## src/rtl/vga_timing_gen.sv

```systemverilog
`default_nettype none
// ============================================================================
// Module : vga_timing_gen
// Parametrised VGA raster timing generator with registered, zero-skew outputs.
// Rev    : 1.0
// ============================================================================
module vga_timing_gen #(
   parameter int H_ACTIVE  = 640,
   parameter int H_FP      = 16,
   parameter int H_SYNC    = 96,
   parameter int H_BP      = 48,
   parameter int V_ACTIVE  = 480,
   parameter int V_FP      = 10,
   parameter int V_SYNC    = 2,
   parameter int V_BP      = 33,
   parameter bit HSYNC_POL = 1'b0,
   parameter bit VSYNC_POL = 1'b0,
   parameter int CLK_DIV   = 1,
   localparam int H_TOTAL  = H_ACTIVE + H_FP + H_SYNC + H_BP,
   localparam int V_TOTAL  = V_ACTIVE + V_FP + V_SYNC + V_BP,
   localparam int HW       = $clog2(H_TOTAL),
   localparam int VW       = $clog2(V_TOTAL)
) (
   input  logic          clk,
   input  logic          rst,
   input  logic          en,
   input  logic          restart,
   output logic          pixel_tick,
   output logic [HW-1:0] hpos,
   output logic [VW-1:0] vpos,
   output logic          hsync,
   output logic          vsync,
   output logic          display_on,
   output logic          line_start,
   output logic          frame_start,
   output logic [7:0]    frame_count
);

   localparam int DW = (CLK_DIV > 1) ? $clog2(CLK_DIV) : 1;

   localparam logic [DW-1:0] DIV_LAST   = DW'(CLK_DIV - 1);
   localparam logic [HW-1:0] H_LAST     = HW'(H_TOTAL - 1);
   localparam logic [VW-1:0] V_LAST     = VW'(V_TOTAL - 1);
   localparam logic [HW-1:0] H_ACT_LAST = HW'(H_ACTIVE - 1);
   localparam logic [VW-1:0] V_ACT_LAST = VW'(V_ACTIVE - 1);
   localparam logic [HW-1:0] HS_FIRST   = HW'(H_ACTIVE + H_FP);
   localparam logic [HW-1:0] HS_LAST    = HW'(H_ACTIVE + H_FP + H_SYNC - 1);
   localparam logic [VW-1:0] VS_FIRST   = VW'(V_ACTIVE + V_FP);
   localparam logic [VW-1:0] VS_LAST    = VW'(V_ACTIVE + V_FP + V_SYNC - 1);

   generate
      if (H_TOTAL > (2 ** HW)) begin : g_bad_htotal
         $error("vga_timing_gen: H_TOTAL does not fit in hpos");
      end
      if (V_TOTAL > (2 ** VW)) begin : g_bad_vtotal
         $error("vga_timing_gen: V_TOTAL does not fit in vpos");
      end
      if (CLK_DIV < 1) begin : g_bad_clkdiv
         $error("vga_timing_gen: CLK_DIV must be at least 1");
      end
   endgenerate

   logic [DW-1:0] div_q, div_d;
   logic [HW-1:0] hpos_q, hpos_d;
   logic [VW-1:0] vpos_q, vpos_d;
   logic          hsync_q, hsync_d;
   logic          vsync_q, vsync_d;
   logic          disp_q, disp_d;
   logic          line_q, line_d;
   logic          frame_q, frame_d;
   logic [7:0]    fcnt_q, fcnt_d;
   logic          armed_q, armed_d;
   logic          tick;

   assign tick = en & (div_q == DIV_LAST);

   always_comb begin
      div_d   = div_q;
      hpos_d  = hpos_q;
      vpos_d  = vpos_q;
      fcnt_d  = fcnt_q;
      armed_d = armed_q;
      line_d  = 1'b0;
      frame_d = 1'b0;

      if (restart) begin
         div_d   = '0;
         hpos_d  = H_LAST;
         vpos_d  = V_LAST;
         armed_d = 1'b0;
      end else if (en) begin
         div_d = tick ? '0 : div_q + DW'(1);
         if (tick) begin
            // armed_q separates a real end-of-frame wrap from leaving the idle position
            armed_d = 1'b1;
            if (hpos_q == H_LAST) begin
               hpos_d = '0;
               line_d = 1'b1;
               if (vpos_q == V_LAST) begin
                  vpos_d  = '0;
                  frame_d = 1'b1;
                  if (armed_q) begin
                     fcnt_d = fcnt_q + 8'd1;
                  end
               end else begin
                  vpos_d = vpos_q + VW'(1);
               end
            end else begin
               hpos_d = hpos_q + HW'(1);
            end
         end
      end

      // Decode from the next position so every output lines up with hpos/vpos.
      hsync_d = ((hpos_d >= HS_FIRST) && (hpos_d <= HS_LAST)) ? HSYNC_POL : ~HSYNC_POL;
      vsync_d = ((vpos_d >= VS_FIRST) && (vpos_d <= VS_LAST)) ? VSYNC_POL : ~VSYNC_POL;
      disp_d  = (hpos_d <= H_ACT_LAST) && (vpos_d <= V_ACT_LAST);
      if (restart) begin
         hsync_d = ~HSYNC_POL;
         vsync_d = ~VSYNC_POL;
         disp_d  = 1'b0;
      end
   end

   always_ff @(posedge clk or posedge rst) begin
      if (rst) begin
         div_q   <= '0;
         hpos_q  <= H_LAST;
         vpos_q  <= V_LAST;
         hsync_q <= ~HSYNC_POL;
         vsync_q <= ~VSYNC_POL;
         disp_q  <= 1'b0;
         line_q  <= 1'b0;
         frame_q <= 1'b0;
         fcnt_q  <= '0;
         armed_q <= 1'b0;
      end else begin
         div_q   <= div_d;
         hpos_q  <= hpos_d;
         vpos_q  <= vpos_d;
         hsync_q <= hsync_d;
         vsync_q <= vsync_d;
         disp_q  <= disp_d;
         line_q  <= line_d;
         frame_q <= frame_d;
         fcnt_q  <= fcnt_d;
         armed_q <= armed_d;
      end
   end

   assign pixel_tick  = tick;
   assign hpos        = hpos_q;
   assign vpos        = vpos_q;
   assign hsync       = hsync_q;
   assign vsync       = vsync_q;
   assign display_on  = disp_q;
   assign line_start  = line_q;
   assign frame_start = frame_q;
   assign frame_count = fcnt_q;

endmodule
`default_nettype wire

```

## config.mk

```make
export PLATFORM = sky130hd
export DESIGN_NAME = vga_timing_gen
export DESIGN_NICKNAME = d
export VERILOG_FILES = /design/src/rtl/vga_timing_gen.sv
export SDC_FILE = /design/constraint.sdc
export NUM_CORES = 1
export LEC_CHECK = 0
export ABC_CLOCK_PERIOD_IN_PS = 3430
export BUFFER_PORTS_ARGS = -buffer_cell sky130_fd_sc_hd__buf_2
export CAP_MARGIN = 10
export CORE_MARGIN = 5
export CORE_UTILIZATION = 25
export CTS_BUF_LIST = sky130_fd_sc_hd__clkbuf_2
export CTS_CLUSTER_DIAMETER = 60
export DETAILED_ROUTE_END_ITERATION = 12
export GPL_TIMING_DRIVEN = 0
export MAX_ROUTING_LAYER = met4
export PLACE_DENSITY = 0.43
export SLEW_MARGIN = 10
export SYNTH_ARGS = -nofsm -noshare
export SYNTH_HDL_FRONTEND = slang
export SYNTH_SLANG_ARGS = --single-unit
```

## constraint.sdc

```tcl
create_clock -name clk -period 3.43 [get_ports clk]
set_input_delay 0.5145 -clock clk [delete_from_list [all_inputs] [get_ports clk]]
set_output_delay 0.5145 -clock clk [all_outputs]
set_load 0.01 [all_outputs]
```

==> results of run 1 <==
worst max-delay path, cell delays in order (launching register included):
cell and delay, ps:
sky130_fd_sc_hd__dfstp_2 610, sky130_fd_sc_hd__ha_1 220, sky130_fd_sc_hd__or4b_4 500, sky130_fd_sc_hd__nor3_1 570, sky130_fd_sc_hd__nand2_1 410, sky130_fd_sc_hd__o21ai_0 310, sky130_fd_sc_hd__o311ai_2 210, sky130_fd_sc_hd__nand4b_1 230
cells by family (layout without fill, tap and decap cells):
group,count (synthesis),count (layout),share of synthesized area [%]
AND/OR/NAND/NOR,88,88,28.7
flip-flops,35,35,49.6
AO/OA/AOI/OAI,19,19,7.53
XOR/XNOR,16,16,7.81
buffers and inverters,13,57,3.55
adder cells (fa/ha/maj),4,4,2.79
stage by stage:
step	hold slack [ps]	instances
finish	240	315
global placement	461	307
detailed placement	459	307
floorplan	482	175
CTS	245	315
global route	263	315
area by class of cell:
cell class	count	area share, %
sequential	35	41.2
clock buffer	7	1.62
buffer	3	1.22
clock inverter	1	1.39
multi-input combinational	127	38.9
inverter	10	1.74
tap	96	5.56
timing repair buffer	36	8.34
layout by cell type, fill, tap and decap left out, types with 2 or more instances in the layout:
cell / n
sky130_fd_sc_hd__clkbuf_2: 7
sky130_fd_sc_hd__dfrtp_1: 23
sky130_fd_sc_hd__xor2_1: 2
sky130_fd_sc_hd__xnor2_1: 14
sky130_fd_sc_hd__nand4_1: 10
sky130_fd_sc_hd__nand3_1: 11
sky130_fd_sc_hd__nor2_1: 14
sky130_fd_sc_hd__buf_2: 36
sky130_fd_sc_hd__nor3b_1: 5
sky130_fd_sc_hd__a21oi_1: 7
sky130_fd_sc_hd__nor3_1: 5
sky130_fd_sc_hd__inv_1: 7
sky130_fd_sc_hd__o21ai_0: 4
sky130_fd_sc_hd__clkinv_1: 2
sky130_fd_sc_hd__and3_1: 4
sky130_fd_sc_hd__buf_6: 2
sky130_fd_sc_hd__or4_1: 2
sky130_fd_sc_hd__nor4_1: 2
sky130_fd_sc_hd__dfstp_2: 12
sky130_fd_sc_hd__ha_1: 4
sky130_fd_sc_hd__nor4_2: 2
sky130_fd_sc_hd__nand2_1: 19
worst max path at each step:
stage                            startpoint  slack, ps                          to
after global routing      hpos[0]$_DFF_PP1_         90  frame_count[7]$_DFFE_PP0P_
final                     hpos[0]$_DFF_PP1_        310             vsync$_DFF_PP1_
after CTS                 hpos[0]$_DFF_PP1_        270             vsync$_DFF_PP1_
after floorplan           hpos[0]$_DFF_PP1_        730        display_on$_DFF_PP0_
after detailed placement  hpos[0]$_DFF_PP1_        300             vsync$_DFF_PP1_
after global placement    hpos[0]$_DFF_PP1_        230             vsync$_DFF_PP1_
power by group through the flow:
stage / registers [W] / logic (W) / clock network (W)
4_1_cts: 0.000506 / 0.000247 / 0.000286
3_3_place_gp: 0.000513 / 0.000246 / 0
6_report: 0.000505 / 0.000243 / 0.000273
2_1_floorplan: 0.000518 / 0.000153 / 0
3_5_place_dp: 0.000513 / 0.000246 / 0
5_1_grt: 0.000515 / 0.000275 / 0.000310
metal layers:
metal  track usage, %  wire, um
met5                -         0
met4             3.61        57
met3             2.63       171
met2             17.3      2090
met1             16.3      2350
state kept, by name, summed over array words and instances (netlist names):
| name | cells |
|---|---|
| frame_start | 1 |
| frame_count | 8 |
| armed_q | 1 |
| line_start | 1 |
| div_q | 1 |
| display_on | 1 |
| hpos | 10 |
| vpos | 10 |
| vsync | 1 |
| hsync | 1 |
==> metrics.cfg, run 1 <==
[status]
status = finished clean

[cells_and_area]
fraction_of_layout_cells_with_a_size_suffix_above_1_pct = 31.5
final_net_count = 226
multi_input_comb_area_sq_um = 841
ff_latch_area_sq_um = 891
syn_to_final_growth_pct = 20.3
post-route-util_pct = 31.3
fin_area_sq_um = 2160
fillerInstances = 754
num_antenna_cells = 0

[global_route]
grt_pass1_wl_mm = 7.96
globalRouteTotalUtil_pct = 11.8
maximum_number_of_pins_on_one_net_before_global_route_repair = 36
first_global_vias = 1481
global_route.overflow_total = 0
initial_antenna_violation_count = 0

[power_and_ir_drop]
max_rail_drop_vdd_mv = 0.159
power_switching_w = 0.000332
power.sequential.fraction_pct = 49.5
power_switching_share_pct = 32.5
total_leakage_power_nw = 0.975
powerDensity_nw_per_um2 = 472
power_w = 0.00102
p_int_w = 0.000689
power.share.combinational_pct = 23.8
clock_power_share_pct = 26.7

[placement]
dp_hpwl_mm = 3.41
dpl_cell_area_sq_um = 2100
globalplace.congestion = 0.769
port_buffers = 36
detailedPlace.worstSlack_ps = 300

[sta]
max_clock_freq_ghz = 0.320
max_slew_margin_pct = 38.9
finalHoldViolCount = 0
final.setup.tns_ps = 0
worstMarginPinSlew_ps = 909
fin_crit_ps = 3120
skew_final_ps = 17.7
least_setup_slack_across_all_paths_after_layout_ps = 307
rsz0062_at_grt = no
finalCritPeriodShare_pct = 91.0
maxSlewViolCount = 0
setup_viol = 0

[synth]
yosys.area.top_type = sky130_fd_sc_hd__dfrtp_1
yosys_register_bits = 35
postSynthAreaPerCell_sq_um = 10.3
ys_top_cells_by_count = sky130_fd_sc_hd__dfrtp_1, sky130_fd_sc_hd__nand2_1, sky130_fd_sc_hd__nor2_1, sky130_fd_sc_hd__xnor2_1, sky130_fd_sc_hd__dfstp_2
asyncSetResetFlopFracSynth_pct = 100
post_syn_area_sq_um = 1800
synth-seq-area-share_pct = 49.6
yosys_warnings = 0
synth_ff_type = sky130_fd_sc_hd__dfrtp_1
synthesis.instances = 175
netlist.area_leader.share_pct = 32.1
post_syn_nets = 183
synth.top_cells.by_area = sky130_fd_sc_hd__dfrtp_1, sky130_fd_sc_hd__dfstp_2, sky130_fd_sc_hd__xnor2_1
synthMostInstantiatedCell = sky130_fd_sc_hd__dfrtp_1
number_of_enable_flip_flop_cells_after_synthesis = 0
synth_cell_type_count = 43

[clocking]
clock_tree.htree_level_count = 2
worstSkewPairLatency_ps = 380
number_of_post_cts_setup_repair_buffers = 0
cts_repair_resize_count = 0
clock_transition_time_at_the_flip_flop_clock_pins_of_the_worst_setup_and_hold_paths_ps = 190
numCtsBuffers = 5
cts.sinks = 35
clockBufferDepth = 2
root_buffer = sky130_fd_sc_hd__clkbuf_2
hold_buffers = 0
clock_tree_from_tritoncts = built

[routing]
count_of_tritonroute_iterations_in_the_first_routing_pass = 4
drcViolationCount = 0
detail_route.iter0.violations = 90
ant_nets = 0
totalWireLength_mm = 4.67
route.vias.total = 1454
detail_route.vias_per_cell = 4.62
avgRoutedWirePerCell_um = 14.8

[worst_hold_path]
worst_min_path_class = in -> async

[setup_path]
start_kind = flip-flop
reg2reg_slack_ps = 310
r2r.worst_path.cells = 7
endpoint_of_the_lowest_slack_register_to_register_path = vsync$_DFF_PP1_
worstReg2RegStart = hpos[0]$_DFF_PP1_
cp_data_arrival_time_ps = 3440
crit_path_end_kind = flip-flop
worst-setup-path-type = reg -> reg
timing.critical_path.fanout_max = 9
critical_path_required_ps = 3740

[floorplanning]
coreArea_sq_um = 6910
die_area_sq_um = 8980
start_util_pct = 26.0
rows = 30
floorplan.io_pins = 38
floorplan.die.height_um = 94.7
floorplan.die.width_um = 94.7

[job]
drv.max_cap_violation_count = 0

(Power assumes the default switching activity.)
==> run 2: changes to the inputs <==
- ABC_CLOCK_PERIOD_IN_PS: 3430 -> 3450
- PLACE_DENSITY: 0.43 -> unset
- PLACE_DENSITY_LB_ADDON: unset -> 0.3
- clock period: 3.43 -> 3.45 ns (I/O delays scaled with it)
==> metrics.cfg, run 2 (synthesis results as in run 1) <==
[sta]
skew_final_ps = 13.4  ; -4.35 ps
max_clock_freq_ghz = 0.324  ; +1.2%
rsz0062_at_grt = no
fin_crit_ps = 3090  ; -37.0 ps
worstMarginPinSlew_ps = 906  ; -2.91 ps
setup_viol = 0  ; unchanged
finalHoldViolCount = 0  ; unchanged
final.setup.tns_ps = 0  ; unchanged
maxSlewViolCount = 0  ; unchanged
max_slew_margin_pct = 39.1  ; +0.20 points
finalCritPeriodShare_pct = 89.4  ; -1.6 points

[cells_and_area]
fraction_of_layout_cells_with_a_size_suffix_above_1_pct = 31.5  ; unchanged
final_common_cell = sky130_fd_sc_hd__buf_2
mostFrequentLayoutCells = sky130_fd_sc_hd__buf_2, sky130_fd_sc_hd__dfrtp_1, sky130_fd_sc_hd__nand2_1, sky130_fd_sc_hd__nor2_1, sky130_fd_sc_hd__xnor2_1
fillerInstances = 769  ; +2.0%
fin_area_sq_um = 2140  ; -1.2%
final_net_count = 226  ; unchanged
num_antenna_cells = 0  ; unchanged
syn_to_final_growth_pct = 19.0

[setup_path]
cp_data_arrival_time_ps = 3390  ; -50 ps
start_kind = flip-flop
crit_path_end_kind = flip-flop
timing.critical_path.fanout_max = 9  ; unchanged
worst-setup-path-type = reg -> reg
reg2reg_slack_ps = 360  ; +60 ps
critical_path_required_ps = 3750  ; about the same

[routing]
ant_nets = 0  ; unchanged
avgRoutedWirePerCell_um = 13.8  ; -7.1%
drcViolationCount = 0  ; unchanged
count_of_tritonroute_iterations_in_the_first_routing_pass = 4  ; unchanged
detail_route.iter0.violations = 81  ; -10%
totalWireLength_mm = 4.34  ; -7.1%
detail_route.vias_per_cell = 4.66  ; +0.89%
route.vias.total = 1467  ; +0.89%

[worst_hold_path]
worst_min_path_class = in -> async

[power_and_ir_drop]
power.sequential.fraction_pct = 53.7  ; +4.2 points
power_switching_w = 0.000322  ; -2.9%
max_rail_drop_vdd_mv = 0.190  ; +19%
power_switching_share_pct = 34.5  ; +2.0 points
power.share.combinational_pct = 25.7  ; +1.9 points
powerDensity_nw_per_um2 = 437  ; -7.5%
p_int_w = 0.000611  ; -11%
total_leakage_power_nw = 0.965  ; -1.0%
clock_power_share_pct = 20.7  ; -6.0 points

[global_route]
first_global_vias = 1487  ; +0.41%
maximum_number_of_pins_on_one_net_before_global_route_repair = 36  ; unchanged
grt_pass1_wl_mm = 7.53  ; -5.4%
global_route.overflow_total = 0  ; unchanged
globalRouteTotalUtil_pct = 11.4  ; -0.47 points
initial_antenna_violation_count = 0  ; unchanged

[clocking]
clock_tree_from_tritoncts = built
numCtsBuffers = 5  ; unchanged
clockBufferDepth = 2  ; unchanged
number_of_post_cts_setup_repair_buffers = 0  ; unchanged
cts.sinks = 35  ; unchanged
cts_repair_resize_count = 0  ; unchanged
hold_buffers = 0  ; unchanged
worstSkewPairLatency_ps = 380  ; about the same
clock_tree.htree_level_count = 2  ; unchanged
clock_transition_time_at_the_flip_flop_clock_pins_of_the_worst_setup_and_hold_paths_ps = 180  ; about the same
root_buffer = sky130_fd_sc_hd__clkbuf_2

[placement]
globalplace.congestion = 0.797  ; +3.7%
dp_hpwl_mm = 3.21  ; -5.9%
port_buffers = 36  ; unchanged
dpl_cell_area_sq_um = 2100  ; unchanged

[floorplanning]
floorplan.io_pins = 38  ; unchanged
coreArea_sq_um = 6910  ; unchanged
start_util_pct = 26.0  ; unchanged
rows = 30  ; unchanged
floorplan.die.width_um = 94.7  ; unchanged
die_area_sq_um = 8980  ; unchanged
floorplan.die.height_um = 94.7  ; unchanged

[status]
status = finished clean

[job]
drv.max_cap_violation_count = 0  ; unchanged

-- run 2: stage by stage --
| stage | setup slack (ps) | util [%] | cells | total power, W | hold slack (ps) |
|---|---|---|---|---|---|
| after floorplan | 753 | - | 175 | 0.000668 | 482 |
| after global placement | 384 | 30.3 | 307 | 0.000749 | 457 |
| after detailed placement | 383 | 30.3 | 307 | 0.000750 | 461 |
| after CTS | 349 | 30.9 | 315 | 0.000950 | 242 |
| after global routing | 112 | 30.9 | 315 | 0.00101 | 243 |
| final | 364 | 30.9 | 315 | 0.000932 | 229 |
-- run 2: metal layers --
layer,vias to the layer above,share of wire (%),GRT usage [%],wire length (um)
met5,-,0,-,0
met4,0,1.1,3.13,46
met3,6,5.8,4.46,252
met2,32,46,16.7,1980
met1,705,47,14.5,2050
li1,724,-,-,-
-- run 2: power groups by stage --
| stage | clock [W] | sequential [W] | combinational [W] |
|---|---|---|---|
| after floorplan | 0 | 0.000515 | 0.000153 |
| after global placement | 0 | 0.000507 | 0.000242 |
| after detailed placement | 0 | 0.000507 | 0.000243 |
| after CTS | 0.000207 | 0.000500 | 0.000243 |
| after global routing | 0.000230 | 0.000510 | 0.000272 |
| final | 0.000193 | 0.000500 | 0.000240 |
-- run 2: worst paths after layout --
kind	end	depth (start not counted)	start
worst max register to register	vsync$_DFF_PP1_	7	hpos[0]$_DFF_PP1_
worst max-delay path	vsync$_DFF_PP1_	7	hpos[0]$_DFF_PP1_
worst min-delay path	frame_count[6]$_DFFE_PP0P_	2	rst
worst min register to register	frame_count[7]$_DFFE_PP0P_	1	frame_count[7]$_DFFE_PP0P_
max in group asynchronous	vpos[0]$_DFF_PP0_	2	rst
min in group clk	div_q$_DFFE_PP0P_	2	en
-- run 2: cell type report --
cell class	count	area, sq um	area share (%)
Sequential cell	35	891	41.7
Timing Repair Buffer	36	180	8.44
Inverter	10	37.5	1.76
Multi-Input combinational cell	127	841	39.4
Buffer	3	26.3	1.23
Tap cell	96	120	5.62
Clock inverter	1	5.00	0.234
Clock buffer	7	35.0	1.64
-- run 2: worst max-delay path, cell delays in order, from the launching register on --
cell and delay, ps:
sky130_fd_sc_hd__dfstp_2 600, sky130_fd_sc_hd__ha_1 230, sky130_fd_sc_hd__or4b_4 490, sky130_fd_sc_hd__nor3_1 600, sky130_fd_sc_hd__nand2_1 420, sky130_fd_sc_hd__o21ai_0 300
sky130_fd_sc_hd__o311ai_2 170, sky130_fd_sc_hd__nand4b_1 200
